===== src/rtl/musicrom_arbiter.sv =====
// Round-robin arbiter that shares one synchronous music ROM between the music
// player, the sound-effect player and the CPU; one access every three clocks.
module musicrom_arbiter #(
    parameter int unsigned ROM_WIDTH = 17,
    parameter int unsigned NREQ      = 3
) (
    input  logic                      clk,
    input  logic                      reset,
    input  logic [NREQ-1:0]           req,
    input  logic [NREQ*ROM_WIDTH-1:0] req_addr,
    output logic [NREQ-1:0]           gnt,
    output logic [NREQ-1:0]           rd_valid,
    output logic [7:0]                rd_data,
    output logic [ROM_WIDTH-1:0]      musicrom_addr,
    input  logic [7:0]                musicrom_data_out
);

    typedef enum logic [1:0] {
        IDLE,
        WAIT,
        CAPTURE
    } state_t;

    state_t                 state_q, state_d;
    logic [1:0]             rr_ptr_q, rr_ptr_d;
    logic [1:0]             winner_q, winner_d;
    logic [NREQ-1:0]        gnt_q, gnt_d;
    logic [NREQ-1:0]        rd_valid_q, rd_valid_d;
    logic [7:0]             rd_data_q, rd_data_d;
    logic [ROM_WIDTH-1:0]   addr_q, addr_d;

    logic [ROM_WIDTH-1:0]   addr_arr [NREQ];
    logic                   found;
    logic [1:0]             win;
    logic [2:0]             sum;
    logic [1:0]             cand;

    always_comb begin
        for (int unsigned i = 0; i < NREQ; i++) begin
            addr_arr[i] = req_addr[i*ROM_WIDTH +: ROM_WIDTH];
        end
    end

    // Search starts at rr_ptr and wraps modulo 3; first requester found wins.
    always_comb begin
        found = 1'b0;
        win   = '0;
        sum   = '0;
        cand  = '0;
        for (int unsigned i = 0; i < NREQ; i++) begin
            sum  = {1'b0, rr_ptr_q} + 3'(i);
            cand = (sum >= 3'd3) ? 2'(sum - 3'd3) : sum[1:0];
            if (!found && req[cand]) begin
                found = 1'b1;
                win   = cand;
            end
        end
    end

    always_comb begin
        state_d    = state_q;
        rr_ptr_d   = rr_ptr_q;
        winner_d   = winner_q;
        gnt_d      = '0;
        rd_valid_d = '0;
        rd_data_d  = rd_data_q;
        addr_d     = addr_q;
        case (state_q)
            IDLE: begin
                if (found) begin
                    addr_d     = addr_arr[win];
                    gnt_d[win] = 1'b1;
                    winner_d   = win;
                    rr_ptr_d   = (win == 2'd2) ? 2'd0 : win + 2'd1;
                    state_d    = WAIT;
                end
            end
            WAIT: begin
                state_d = CAPTURE;
            end
            CAPTURE: begin
                rd_data_d            = musicrom_data_out;
                rd_valid_d[winner_q] = 1'b1;
                state_d              = IDLE;
            end
            default: begin
                state_d = IDLE;
            end
        endcase
    end

    always_ff @(posedge clk) begin
        if (reset) begin
            state_q    <= IDLE;
            rr_ptr_q   <= '0;
            winner_q   <= '0;
            gnt_q      <= '0;
            rd_valid_q <= '0;
            rd_data_q  <= '0;
            addr_q     <= '0;
        end else begin
            state_q    <= state_d;
            rr_ptr_q   <= rr_ptr_d;
            winner_q   <= winner_d;
            gnt_q      <= gnt_d;
            rd_valid_q <= rd_valid_d;
            rd_data_q  <= rd_data_d;
            addr_q     <= addr_d;
        end
    end

    assign gnt           = gnt_q;
    assign rd_valid      = rd_valid_q;
    assign rd_data       = rd_data_q;
    assign musicrom_addr = addr_q;

endmodule


===== config.mk =====
export PLATFORM = sky130hd
export DESIGN_NAME = musicrom_arbiter
export DESIGN_NICKNAME = d
export VERILOG_FILES = /design/src/rtl/musicrom_arbiter.sv
export SDC_FILE = /design/constraint.sdc
export NUM_CORES = 1
export LEC_CHECK = 0
export BUFFER_PORTS_ARGS = -buffer_cell sky130_fd_sc_hd__buf_2
export CORE_ASPECT_RATIO = 0.5
export CORE_UTILIZATION = 47
export CTS_BUF_LIST = sky130_fd_sc_hd__clkbuf_2 sky130_fd_sc_hd__clkbuf_4 sky130_fd_sc_hd__clkbuf_8
export DETAILED_ROUTE_END_ITERATION = 10
export GPL_TIMING_DRIVEN = 1
export HOLD_SLACK_MARGIN = 0.05
export PLACE_DENSITY = 0.82
export RECOVER_POWER = 100
export SLEW_MARGIN = 10
export SYNTH_ARGS = -nofsm -noshare
export SYNTH_HDL_FRONTEND = slang
export SYNTH_SLANG_ARGS = --single-unit

===== constraint.sdc =====
create_clock -name clk -period 3.16 [get_ports clk]
set_input_delay 0.632 -clock clk [delete_from_list [all_inputs] [get_ports clk]]
set_output_delay 0.632 -clock clk [all_outputs]
set_load 0.03 [all_outputs]

; ---- Yosys cells after proc, flatten, opt, wreduce, memory -nomap -nowiden
; Index checks and enable logic that the tools add are counted.
[word_totals]
reg_bits = 37
output_inout_bits = 31
wordCells = 67
[op_classes]
n_addsub = 6
magnitude_cmp = 11
eq_ne = 4
mux = 25
bitwise_logic = 4
reduce_logical = 10
[op_table]
columns = operator, count
row1 = 17-bit binary-select mux with 2-bit select, 1
row2 = 17-bit two-way mux, 2
row3 = 2-bit two-way mux, 8
row4 = "2-bit by 3-bit less-than comparator with 1-bit output, second input constant", 5
row5 = 1-bit two-way mux, 8
row6 = 1-bit binary-select mux with 2-bit select, 3
row7 = "3-bit by 2-bit greater-or-equal comparator with 1-bit output, second input constant", 2
row8 = "2-bit subtractor, second input constant", 3
row9 = 1-bit demux with 2-bit select, 2
row10 = "2-bit equality test, second input constant", 2
row11 = "2-bit by 1-bit greater-or-equal comparator with 1-bit output, second input constant", 2
row12 = 1-bit logical AND, 4
row13 = 2-bit one-hot mux with 2 select lines, 1
row14 = "2-bit by 1-bit adder with 3-bit output, second input constant", 1
row15 = "2-bit by 2-bit adder with 3-bit output, second input constant", 1
row16 = "3-bit greater-or-equal comparator, second input constant", 1
row17 = 1-bit NOT, 3
row18 = 2-bit NOT with 3-bit output, 1
row19 = 3-bit OR reduction, 1
row20 = "2-bit by 1-bit adder with 2-bit output, second input constant", 1
row21 = "2-bit by 1-bit equality test with 1-bit output, second input constant", 1
row22 = "2-bit greater-or-equal comparator, second input constant", 1
row23 = 1-bit logical NOT, 2
row24 = 2-bit logical NOT, 1
row25 = 3 further kinds, 3

; ---- Depth between registers and ports, before layout
; Gate-level depths: netlist of the first run.
[depth]
word_depth = 15
depth_mapped = 12

; ---- Least setup slack after synthesis of the first run
; OpenSTA, ideal clock, no wires.
[synth_path]
kind = register -> register
startpoint = reg rr_ptr_q[1]
endpoint = reg addr_q[13], in the netlist musicrom_addr[13]
setup_ps = 121
arrival_time_ps = 2348
path_slack_ps = 691
path_stages_with_launch = 12
path_buffers = 3
path_cell_list = dfxtp_1 -> inv_1 -> ha_1 -> buf_6 -> mux2_4 -> mux2_4 -> a221o_2 -> and2_4 -> buf_6 -> buf_8 -> a211oi_1 -> o2bb2ai_1
[synth_between]
elab_chain_cells = 15
[synth_lines]
columns = item, line
row1 = from (decl), 25  ; logic [1:0] rr_ptr_q, rr_ptr_d;
row2 = from (signal assigned), 103  ; rr_ptr_q <= rr_ptr_d;
row3 = branches (longest 15 deep; another with 2-bit by 1-bit adder with 3-bit output), --
row4 = to (signal assigned), 108  ; addr_q <= addr_d;
row5 = to (decl), 30  ; logic [ROM_WIDTH-1:0] addr_q, addr_d;
; Several ways; the timed one is not identified. The select of a mux whose other input is x is not followed.
; A chain may end at the register's enable or synchronous reset.

; ---- Final worst setup path of the first run
[layout_path]
startpoint = reg rr_ptr_q[1]
endpoint = reg addr_q[16], in the netlist musicrom_addr[16]
; Same word-level chain as after synthesis.

==> results of run 1 <==
-- sequential cells by signal (all words and copies together) (netlist names) --
register and flops:
winner_q 2, rr_ptr_q 2, state_q 2, musicrom_addr 17, rd_valid 3, gnt 3, rd_data 8
-- cell families after synthesis --
family | share of synthesized area
AO/OA/AOI/OAI | 0.3582
AND/OR/NAND/NOR | 0.1179
flip-flops | 0.3987
buffers and inverters | 0.06060
multiplexers | 0.03771
adder cells (fa/ha/maj) | 0.02694
-- layer usage --
| layer | GRT usage | share of wire |
|---|---|---|
| met1 | 0.2864 | 0.46 |
| met2 | 0.4364 | 0.47 |
| met3 | 0.05281 | 0.063 |
| met4 | 0.04762 | 0.0059 |
| met5 | 0 | 0 |
-- per-stage QoR --
step                      hold slack [ps]  setup slack, ps  total power (W)
final                               455.5            497.4         0.002295
after global routing                482.7            285.2         0.002469
after CTS                           454.4            341.8         0.002313
after detailed placement            444.7            372.4         0.002017
after global placement              438.9            510.7         0.001971
after floorplan                     436.0            690.7         0.001731
-- cell usage after synthesis --
master | count | share of area
a211oi_1 | 18 | 0.073
a211oi_2 | 1 | 0.0067
a21boi_0 | 18 | 0.073
a21o_1 | 3 | 0.012
a21oi_1 | 9 | 0.024
a221o_2 | 1 | 0.0061
a22o_1 | 1 | 0.0047
and2_4 | 1 | 0.0047
and3_1 | 1 | 0.0034
buf_2 | 3 | 0.0081
buf_6 | 2 | 0.012
buf_8 | 1 | 0.0081
clkbuf_1 | 13 | 0.026
dfxtp_1 | 37 | 0.40
ha_1 | 4 | 0.027
inv_1 | 3 | 0.0061
mux2_4 | 2 | 0.016
mux2i_1 | 4 | 0.022
nand2_1 | 19 | 0.038
nand2b_1 | 2 | 0.0067
nand3b_1 | 3 | 0.012
nor2_1 | 7 | 0.014
nor2b_1 | 4 | 0.013
nor3b_1 | 1 | 0.0040
nor4_1 | 2 | 0.0067
nor4b_1 | 3 | 0.014
o21a_1 | 1 | 0.0040
o21ai_0 | 19 | 0.051
o221a_2 | 1 | 0.0061
o2bb2ai_1 | 18 | 0.085
o31ai_1 | 2 | 0.0081
o41ai_1 | 1 | 0.0047
-- where the power goes --
part	switching (W)	internal [W]	leakage, nW	total [W]
registers	0.0000775	0.000597	0.303	0.000675
logic	0.000876	0.000452	0.591	0.00133
clock network	0.000147	0.000145	0.0399	0.000292
total	0.00110	0.00119	0.935	0.00229
-- final cells by class --
type / count / area, um^2 / area share
Clock buffer: 5 / 68.82 / 0.02932
Clock inverter: 1 / 5.005 / 0.002132
Inverter: 3 / 11.26 / 0.004797
Multi-Input combinational cell: 146 / 1007 / 0.4291
Sequential cell: 37 / 740.7 / 0.3156
Tap cell: 51 / 63.81 / 0.02719
Timing Repair Buffer: 97 / 450.4 / 0.1919
-- worst max-delay path, delay by kind of cell, from the launching register on --
family | cells | cell delay [ps]
compound gates | 3 | 850
mux | 2 | 660
flops | 1 | 340
fa+ha+maj | 1 | 340
simple gates | 1 | 260
buf+inv | 1 | 80
-- worst max path at each step --
stage / to / depth (start not counted)
after floorplan: musicrom_addr[13] / 11
after global placement: musicrom_addr[10] / 8
after detailed placement: musicrom_addr[12] / 8
after CTS: musicrom_addr[16] / 8
after global routing: winner_q[0] / 9
final: musicrom_addr[16] / 8
==> metrics.yaml, run 1 <==
timing:
  timing.final.crit_period_ps: 2663
  max_clock_freq_mhz: 375.6
  worst_pin_slew_ps: 691.6
  rsz0062_at_grt: "no"
  final_hold_viol_count: 0
  finClkSkew_ps: 7.173
  finalCritPeriodShare: 0.8426
  setup_tns_ps: 0
  slew_headroom: 0.5385
  setup_viol: 0
  slew_violations: 0
finish:
  num-nets-final: 358
  area_growth_pct: 26.33
  fill_cells: 334
  drive_above_1_share: 0.2699
  final_common_cell: "buf_2"
  diodes: 0
  final_core_util: 0.6514
  stdcell_count: 340
  final_cell_mix: "buf_2 (62), dfxtp_1 (37), clkbuf_1 (32)"
  final_cell_area_um2: 2347
detailed_routing:
  drt_wl_total_mm: 4.721
  ant_nets: 0
  drc_errors: 0
  drtIter0Drc: 73
  via_count: 1865
  viasPerCell: 5.485
  routedWlPerCell_um: 13.89
  dr.pass1.iters: 4
run:
  maxCapViolations: 0
die:
  die_h_um: 46.46
  chipWidth_um: 90.92
  fp.coreArea_um2: 3603
  die-area_um2: 4224
  start_util: 0.5156
  rows: 15
  ios: 95
global_routing:
  antenna_found_initial: 0
  grtUsageTotal: 0.2334
  grt_pass1_vias: 1720
  gr-total-overflow: 0
  grt_pass1_wl_mm: 7.755
  grt_max_degree: 22
clocking:
  insertion_delay_ps: 280
  cts_tree: "built"
  root_buffer: "clkbuf_8"
  post_cts_buffers: 0
  htree_levels: 2
  path_clk_slew_ps: 70
  numCtsBuffers: 5
  cts.path.max_buffers: 2
  cts_sinks: 37
  cts_hold_buf: 0
  cts.repair.resized: 0
hold_path:
  whs_path_depth: 2
  hold_class: "flip-flop to flip-flop"
  worst_hold_path.endpoint: "rd_data[3]"
  hp-start: "rd_data[3]"
placed_design:
  dpl.cell_count: 334
  placed_area_um2: 2313
  hpwl_mm: 3.372
  place_congestion: 0.7774
  io_buffers: 94
synthesis:
  yosysWarnings: 0
  avgSynthCellArea_um2: 9.064
  synthCells: 205
  synth.distinct_cells: 32
  syn_area_um2: 1858
  syn_nets: 273
  seq_area_frac_synth: 0.3987
  synth-seq-cells: 37
critical_path:
  r2r_cells: 8
  cpMaxStageDelayCell: "a221o_2"
  end_kind: "flip-flop"
  crit_fanout: 19
  cp_data_arrival_time_ps: 2820
  cp_common_cell: "mux2_4"
  cp-startpoint: "rr_ptr_q[1]"
  r2r-start: "rr_ptr_q[1]"
  crit_path_start_kind: "flip-flop"
  r2r_end: "musicrom_addr[16]"
  cp.required_ps: 3320
  critPathKind: "flip-flop to flip-flop"
  r2r_slack_ps: 500
  max_stage_delay_ps: 450
  cp_cell_sequence: "inv_1 > ha_1 > mux2_4 > mux2_4 > a221o_2 > and2_4 > a211oi_1 > o2bb2ai_1"
power:
  ir_drop_mv: 0.3993
  power_density_nw_per_um2: 977.7
  p_leak_nw: 0.9346
status:
  status: "finished, final reports clean"
Power figures use the tool's default switching activity.
==> run 2: changes to the inputs <==
--- a/config.mk
+++ b/config.mk
@@ -7,12 +7,12 @@
 export LEC_CHECK = 0
 export BUFFER_PORTS_ARGS = -buffer_cell sky130_fd_sc_hd__buf_2
 export CORE_ASPECT_RATIO = 0.5
-export CORE_UTILIZATION = 47
+export CORE_UTILIZATION = 42
 export CTS_BUF_LIST = sky130_fd_sc_hd__clkbuf_2 sky130_fd_sc_hd__clkbuf_4 sky130_fd_sc_hd__clkbuf_8
 export DETAILED_ROUTE_END_ITERATION = 10
 export GPL_TIMING_DRIVEN = 1
 export HOLD_SLACK_MARGIN = 0.05
-export PLACE_DENSITY = 0.82
+export PLACE_DENSITY = 0.78
 export RECOVER_POWER = 100
 export SLEW_MARGIN = 10
 export SYNTH_ARGS = -nofsm -noshare
==> constraint.sdc (replaced) <==
create_clock -name clk -period 2.3 [get_ports clk]
set_input_delay 0.46 -clock clk [delete_from_list [all_inputs] [get_ports clk]]
set_output_delay 0.46 -clock clk [all_outputs]
set_load 0.03 [all_outputs]
==> run 2 against run 1 <==
- non-clock buffer count is 15 higher
- critical path depth stayed put
- final cell count is 6.2% higher
- register-to-register slack worse by 470 ps
- sequential power is 39% higher
- hold slack worse by 42 ps
- sequential share of layout area is 3.7 points lower
- power is 71% higher
- wire length is 16% higher
==> metrics.yaml, run 2 (synthesized netlist as in run 1, its figures left out) <==
status:
  status: "finished, final reports clean"  # unchanged
finish:
  multi_input_area_um2: 1159  # was 1007 um^2
  regArea_um2: 745.7  # was 740.7 um^2
  num-nets-final: 375  # was 358
  final_core_util: 0.6579  # was 0.6514
  area_growth_pct: 43.91  # was 26.33%
  final_common_cell: "buf_2"  # unchanged
  largest_reg_flops: 17  # unchanged
  drive_above_1_share: 0.4072  # was 0.2699
  fill_cells: 349  # was 334
  final_cell_mix: "buf_2 (62), dfxtp_1 (35), clkbuf_1 (32)"  # was buf_2 (62), dfxtp_1 (37), clkbuf_1 (32)
  diodes: 0  # unchanged
timing:
  finClkSkew_ps: 9.424  # was 7.173 ps
  slew_violations: 0  # unchanged
  max_clock_freq_mhz: 439.6  # was 375.6 MHz
  setup_viol: 0  # unchanged
  slew_headroom: 0.4793  # was 0.5385
  finalCritPeriodShare: 0.9890  # was 0.8426
  worst_pin_slew_ps: 781.1  # was 691.6 ps
  final_hold_viol_count: 0  # unchanged
  timing.final.crit_period_ps: 2275  # was 2663 ps
  rsz0062_at_grt: "yes"  # was no
clocking:
  cts_hold_buf: 0  # unchanged
  cts_tree: "built"  # unchanged
  htree_levels: 2  # unchanged
  numCtsBuffers: 5  # unchanged
  path_clk_slew_ps: 70  # about the same
  cts_sinks: 37  # unchanged
  root_buffer: "clkbuf_8"  # unchanged
  cts.path.max_buffers: 2  # unchanged
  insertion_delay_ps: 280  # about the same
critical_path:
  cp.required_ps: 2470  # was 3320 ps
  cp_data_arrival_time_ps: 2450  # was 2820 ps
  crit_path_start_kind: "flip-flop"  # unchanged
  crit_fanout: 8  # was 19
  critPathKind: "flip-flop to flip-flop"  # unchanged
  end_kind: "flip-flop"  # unchanged
  r2r_cells: 8  # unchanged
die:
  chipWidth_um: 96.06  # was 90.92 um
  die_h_um: 49.03  # was 46.46 um
  fp.coreArea_um2: 4064  # was 3603 um^2
  ios: 95  # unchanged
  start_util: 0.4572  # was 0.5156
  die-area_um2: 4710  # was 4224 um^2
  rows: 16  # was 15
detailed_routing:
  dr.pass1.iters: 6  # was 4
  routedWlPerCell_um: 15.23  # was 13.89 um
  drt_wl_total_mm: 5.499  # was 4.721 mm
  drtIter0Drc: 30  # was 73
  via_count: 1993  # was 1865
  ant_nets: 0  # unchanged
  drc_errors: 0  # unchanged
  viasPerCell: 5.521  # was 5.485
power:
  p_leak_nw: 1.075  # was 0.9346 nW
  power_density_nw_per_um2: 1465  # was 977.7 nW/um^2
  p_total_w: 0.003917  # was 0.002295 W
  ir_drop_mv: 0.6559  # was 0.3993 mV
placed_design:
  hpwl_mm: 3.678  # was 3.372 mm
  place_congestion: 0.8614  # was 0.7774
  io_buffers: 94  # unchanged
hold_path:
  whs_path_depth: 3  # was 2
  hold_class: "primary input to flip-flop"  # was flip-flop to flip-flop
global_routing:
  grt_max_degree: 22  # unchanged
  gr-total-overflow: 0  # unchanged
  grtUsageTotal: 0.2261  # was 0.2334
  antenna_found_initial: 0  # unchanged
  grt_pass1_wl_mm: 8.280  # was 7.755 mm
  grt_pass1_vias: 1883  # was 1720
run:
  maxCapViolations: 0  # unchanged
==> run 2: changes by cell type in the layout (fill, tap and decap cells not counted), moves of 2 or more <==
cell,delta
a21boi_2,+6
buf_6,+2
a211oi_2,+15
a21boi_1,+11
ha_1,-2
a21boi_0,-17
and2_4,+2
buf_4,+12
dfxtp_1,-2
buf_12,+2
a211oi_1,-15
==> run 2: what timing repair did <==
action                     CTS  global route
pin swaps                    0             6
gates cloned                 1             1
buffers inserted             0             2
gates resized for setup     11            34
setup endpoints to repair   20            23
==> run 2: layout make-up <==
class                           count  share of cell area
Multi-Input combinational cell    148              0.4333
Inverter                            3            0.005147
Clock buffer                        7             0.03369
Sequential cell                    37              0.2789
Timing Repair Buffer              112              0.2237
Tap cell                           54             0.02527
==> run 2: path summary, 6_finish.rpt <==
check                     end                  from  slack, ps
max          musicrom_addr[1]           rr_ptr_q[0]         30
min                rd_data[2]  musicrom_data_out[2]        410
max reg2reg  musicrom_addr[1]           rr_ptr_q[0]         30
min reg2reg        rd_data[7]            rd_data[7]        450
==> run 2: layer usage <==
metal,wire length (um),vias up,global-route usage
li1,-,969,-
met1,2422,952,0.2637
met2,2751,64,0.4102
met3,268,8,0.05452
met4,57,0,0.06219
met5,0,-,0
==> run 2: per-stage QoR <==
stage	instance area (um^2)	TNS (ps)	hold slack [ps]	std cells	setup WS (ps)
after global placement	2487	-1638	439.5	350	-127.3
after floorplan	1923	-416.9	436.0	205	-41.76
final	2674	0	413.4	361	25.35
after detailed placement	2487	-2701	442.5	350	-191.2
after CTS	2592	-27.97	413.9	358	-11.27
after global routing	2674	-878.1	421.2	361	-73.96
==> run 2: worst max-delay path, cell delays in order (launching register included) <==
cell and delay, ps:
dfxtp_2 330, buf_6 120, ha_4 170, mux2_4 310, mux2_4 310, a221o_2 390, and2_4 220, a211oi_2 220
o2bb2ai_1 90
==> run 2: power breakdown <==
group          switching (W)  leakage (nW)  internal [W]  total (W)
clock network       0.000217        0.0477      0.000250   0.000467
registers           0.000114         0.305      0.000828   0.000941
logic                0.00146         0.723       0.00104    0.00251
total                0.00179          1.07       0.00212    0.00392
==> run 3: changes to the inputs <==
--- a/config.mk
+++ b/config.mk
@@ -7,12 +7,12 @@
 export LEC_CHECK = 0
 export BUFFER_PORTS_ARGS = -buffer_cell sky130_fd_sc_hd__buf_2
 export CORE_ASPECT_RATIO = 0.5
-export CORE_UTILIZATION = 42
+export CORE_UTILIZATION = 47
 export CTS_BUF_LIST = sky130_fd_sc_hd__clkbuf_2 sky130_fd_sc_hd__clkbuf_4 sky130_fd_sc_hd__clkbuf_8
 export DETAILED_ROUTE_END_ITERATION = 10
 export GPL_TIMING_DRIVEN = 1
 export HOLD_SLACK_MARGIN = 0.05
-export PLACE_DENSITY = 0.78
+export PLACE_DENSITY = 0.82
 export RECOVER_POWER = 100
 export SLEW_MARGIN = 10
 export SYNTH_ARGS = -nofsm -noshare
==> constraint.sdc (replaced) <==
create_clock -name clk -period 2.48 [get_ports clk]
set_input_delay 0.496 -clock clk [delete_from_list [all_inputs] [get_ports clk]]
set_output_delay 0.496 -clock clk [all_outputs]
set_load 0.03 [all_outputs]
==> run 3 against run 2 <==
- sequential power fell by 8.7%
- count of clock-buffer cells in the layout fell by 1
- global-route usage fell by 0.20 points
- via count fell by 6.7%
- sequential share of layout area rose by 2.8 points
- power fell by 22%
- worst setup slack improved by 84 ps
- die area fell by 10%
- hold slack improved by 34 ps
- largest power group unchanged
- first-iteration DRC count rose to 2.9 times the previous value
- design area fell by 9.7%
==> metrics.yaml, run 3 (synthesized netlist as in run 1, its figures left out) <==
clocking:
  cts_hold_buf: 0  # unchanged
  cts.path.max_buffers: 2  # unchanged
  numCtsBuffers: 5  # unchanged
  insertion_delay_ps: 280  # about the same
  cts_sinks: 37  # unchanged
  cts_tree: "built"  # unchanged
  post_cts_buffers: 0  # unchanged
  htree_levels: 2  # unchanged
  root_buffer: "clkbuf_8"  # unchanged
  path_clk_slew_ps: 70  # about the same
critical_path:
  cp_common_cell: "mux2_4"  # unchanged
  cp_cell_sequence: "inv_1 > ha_4 > mux2_4 > mux2_4 > a221o_2 > and2_4 > a211oi_1 > o2bb2ai_1"  # was buf_6 > ha_4 > mux2_4 > mux2_4 > a221o_2 > and2_4 > a211oi_2 > o2bb2ai_1
  max_stage_delay_ps: 380  # was 390 ps
  path_buf_inv: 1  # unchanged
  r2r_cells: 8  # unchanged
  cpLargestDelayFamily: "compound AO/OA/AOI/OAI gates"  # unchanged
  crit_path_start_kind: "flip-flop"  # unchanged
  crit_fanout: 17  # was 8
  cp.required_ps: 2650  # was 2470 ps
  r2r_end: "musicrom_addr[16]"  # was musicrom_addr[1]
  critPathKind: "flip-flop to flip-flop"  # unchanged
  r2r_slack_ps: 110  # was 30 ps
  r2r-start: "rr_ptr_q[1]"  # was rr_ptr_q[0]
  cpMaxStageDelayCell: "dfxtp_1"  # was a221o_2
  end_kind: "flip-flop"  # unchanged
  cp_data_arrival_time_ps: 2540  # was 2450 ps
timing:
  hold_ws_ps: 447.2  # was 413.4 ps
  finalCritPeriodShare: 0.9561  # was 0.9890
  final_hold_viol_count: 0  # unchanged
  timing.final.crit_period_ps: 2371  # was 2275 ps
  finClkSkew_ps: 6.953  # was 9.424 ps
  slew_violations: 0  # unchanged
  rsz0062_at_grt: "no"  # was yes
  slew_headroom: 0.6655  # was 0.4793
  setup_viol: 0  # unchanged
  worst_pin_slew_ps: 500.7  # was 781.1 ps
  setup_tns_ps: 0  # unchanged
  max_clock_freq_mhz: 421.8  # was 439.6 MHz
  setup_ws_ps: 109.0  # was 25.35 ps
power:
  internal_power_w: 0.001611  # was 0.002122 W
  p_leak_nw: 0.9615  # was 1.075 nW
  pwr-share-seq: 0.282  # was 0.240
  ir_drop_mv: 0.6436  # was 0.6559 mV
  sw_frac_of_total: 0.4712  # was 0.4583
  p_total_w: 0.003047  # was 0.003917 W
  pwr-share-clk: 0.133  # was 0.119
  combinationalPowerShare: 0.585  # was 0.640
  power.net_switching_w: 0.001436  # was 0.001795 W
  power_density_nw_per_um2: 1262  # was 1465 nW/um^2
finish:
  largest_reg_flops: 17  # unchanged
  area_growth_pct: 29.97  # was 43.91%
  drive_above_1_share: 0.2983  # was 0.4072
  final_common_cell: "buf_2"  # unchanged
  num-nets-final: 362  # was 375
  diodes: 0  # unchanged
  stdcell_count: 346  # was 361
  final_cell_mix: "buf_2 (63), dfxtp_1 (37), clkbuf_1 (32)"  # was buf_2 (62), dfxtp_1 (35), clkbuf_1 (32)
detailed_routing:
  via_count: 1859  # was 1993
  drt_wl_total_mm: 4.782  # was 5.499 mm
  dr.pass1.iters: 4  # was 6
  ant_nets: 0  # unchanged
  viasPerCell: 5.373  # was 5.521
  routedWlPerCell_um: 13.82  # was 15.23 um
  drtIter0Drc: 88  # was 30
  drc_errors: 0  # unchanged
placed_design:
  hpwl_mm: 3.448  # was 3.678 mm
  dpl.cell_count: 338  # was 350
  place_congestion: 0.7856  # was 0.8614
  io_buffers: 94  # unchanged
  pre_cts_slack_ps: -34.23  # was -191.2 ps
global_routing:
  grt_pass1_vias: 1619  # was 1883
  antenna_found_initial: 0  # unchanged
  grt_max_degree: 20  # was 22
  gr-total-overflow: 0  # unchanged
  grt_pass1_wl_mm: 7.348  # was 8.280 mm
  grtUsageTotal: 0.2241  # was 0.2261
hold_path:
  hp-start: "musicrom_data_out[4]"  # was musicrom_data_out[2]
  whs_path_depth: 3  # unchanged
  hold_class: "primary input to flip-flop"  # unchanged
  worst_hold_path.endpoint: "rd_data[4]"  # was rd_data[2]
run:
  maxCapViolations: 0  # unchanged
die:
  start_util: 0.5156  # was 0.4572
  chipWidth_um: 90.92  # was 96.06 um
  rows: 15  # was 16
  die_h_um: 46.46  # was 49.03 um
  die-area_um2: 4224  # was 4710 um^2
  fp.coreArea_um2: 3603  # was 4064 um^2
  ios: 95  # unchanged
status:
  status: "finished, final reports clean"  # unchanged
## run 3: worst min-delay path, delay by kind of cell
| kind | cells | cell delay (ps) |
|---|---|---|
| compound gates | 1 | 50 |
| buf+inv | 1 | 90 |
| simple gates | 1 | 40 |
## run 3: timing repair
item                                    CTS  global route
pin swaps                                 0             0
resized for setup                         3             6
endpoints found under the setup margin    5            19
## run 3: power by group through the flow
| stage | combinational, W | clock [W] | sequential, W |
|---|---|---|---|
| after floorplan | 0.00113 | 0 | 0.00108 |
| after global placement | 0.00172 | 0 | 0.000855 |
| after detailed placement | 0.00176 | 0 | 0.000859 |
| after CTS | 0.00178 | 0.000416 | 0.000850 |
| after global routing | 0.00195 | 0.000443 | 0.000877 |
| final | 0.00178 | 0.000406 | 0.000859 |
## run 3: through the flow
stage                       util  instance area, um^2
after floorplan                -                 1858
after global routing      0.6701                 2415
final                     0.6701                 2415
after global placement    0.6503                 2344
after CTS                 0.6771                 2440
after detailed placement  0.6503                 2344
## run 3: final cells by class
type                            instances  area [um^2]
Sequential cell                        37        740.7
Fill cell                             324         1189
Tap cell                               51        63.81
Multi-Input combinational cell        146         1032
Clock inverter                          2        10.01
Timing Repair Buffer                  101        480.5
Inverter                                3        11.26
Clock buffer                            6        76.32
## run 3: metal layers
metal	global-route usage	routed length, um
met5	0	0
met4	0.06984	25
met3	0.06601	268
met2	0.3833	2125
met1	0.2817	2362
## run 3: worst max path at each step
stage	startpoint	to	slack, ps	depth (start not counted)
finish	rr_ptr_q[1]	musicrom_addr[16]	110	8
floorplan	rr_ptr_q[1]	musicrom_addr[13]	10	11
CTS	rr_ptr_q[0]	musicrom_addr[1]	30	8
global route	rr_ptr_q[0]	rr_ptr_q[0]	10	9
detailed placement	rr_ptr_q[0]	rr_ptr_q[0]	-30	8
global placement	rr_ptr_q[0]	rr_ptr_q[0]	20	7
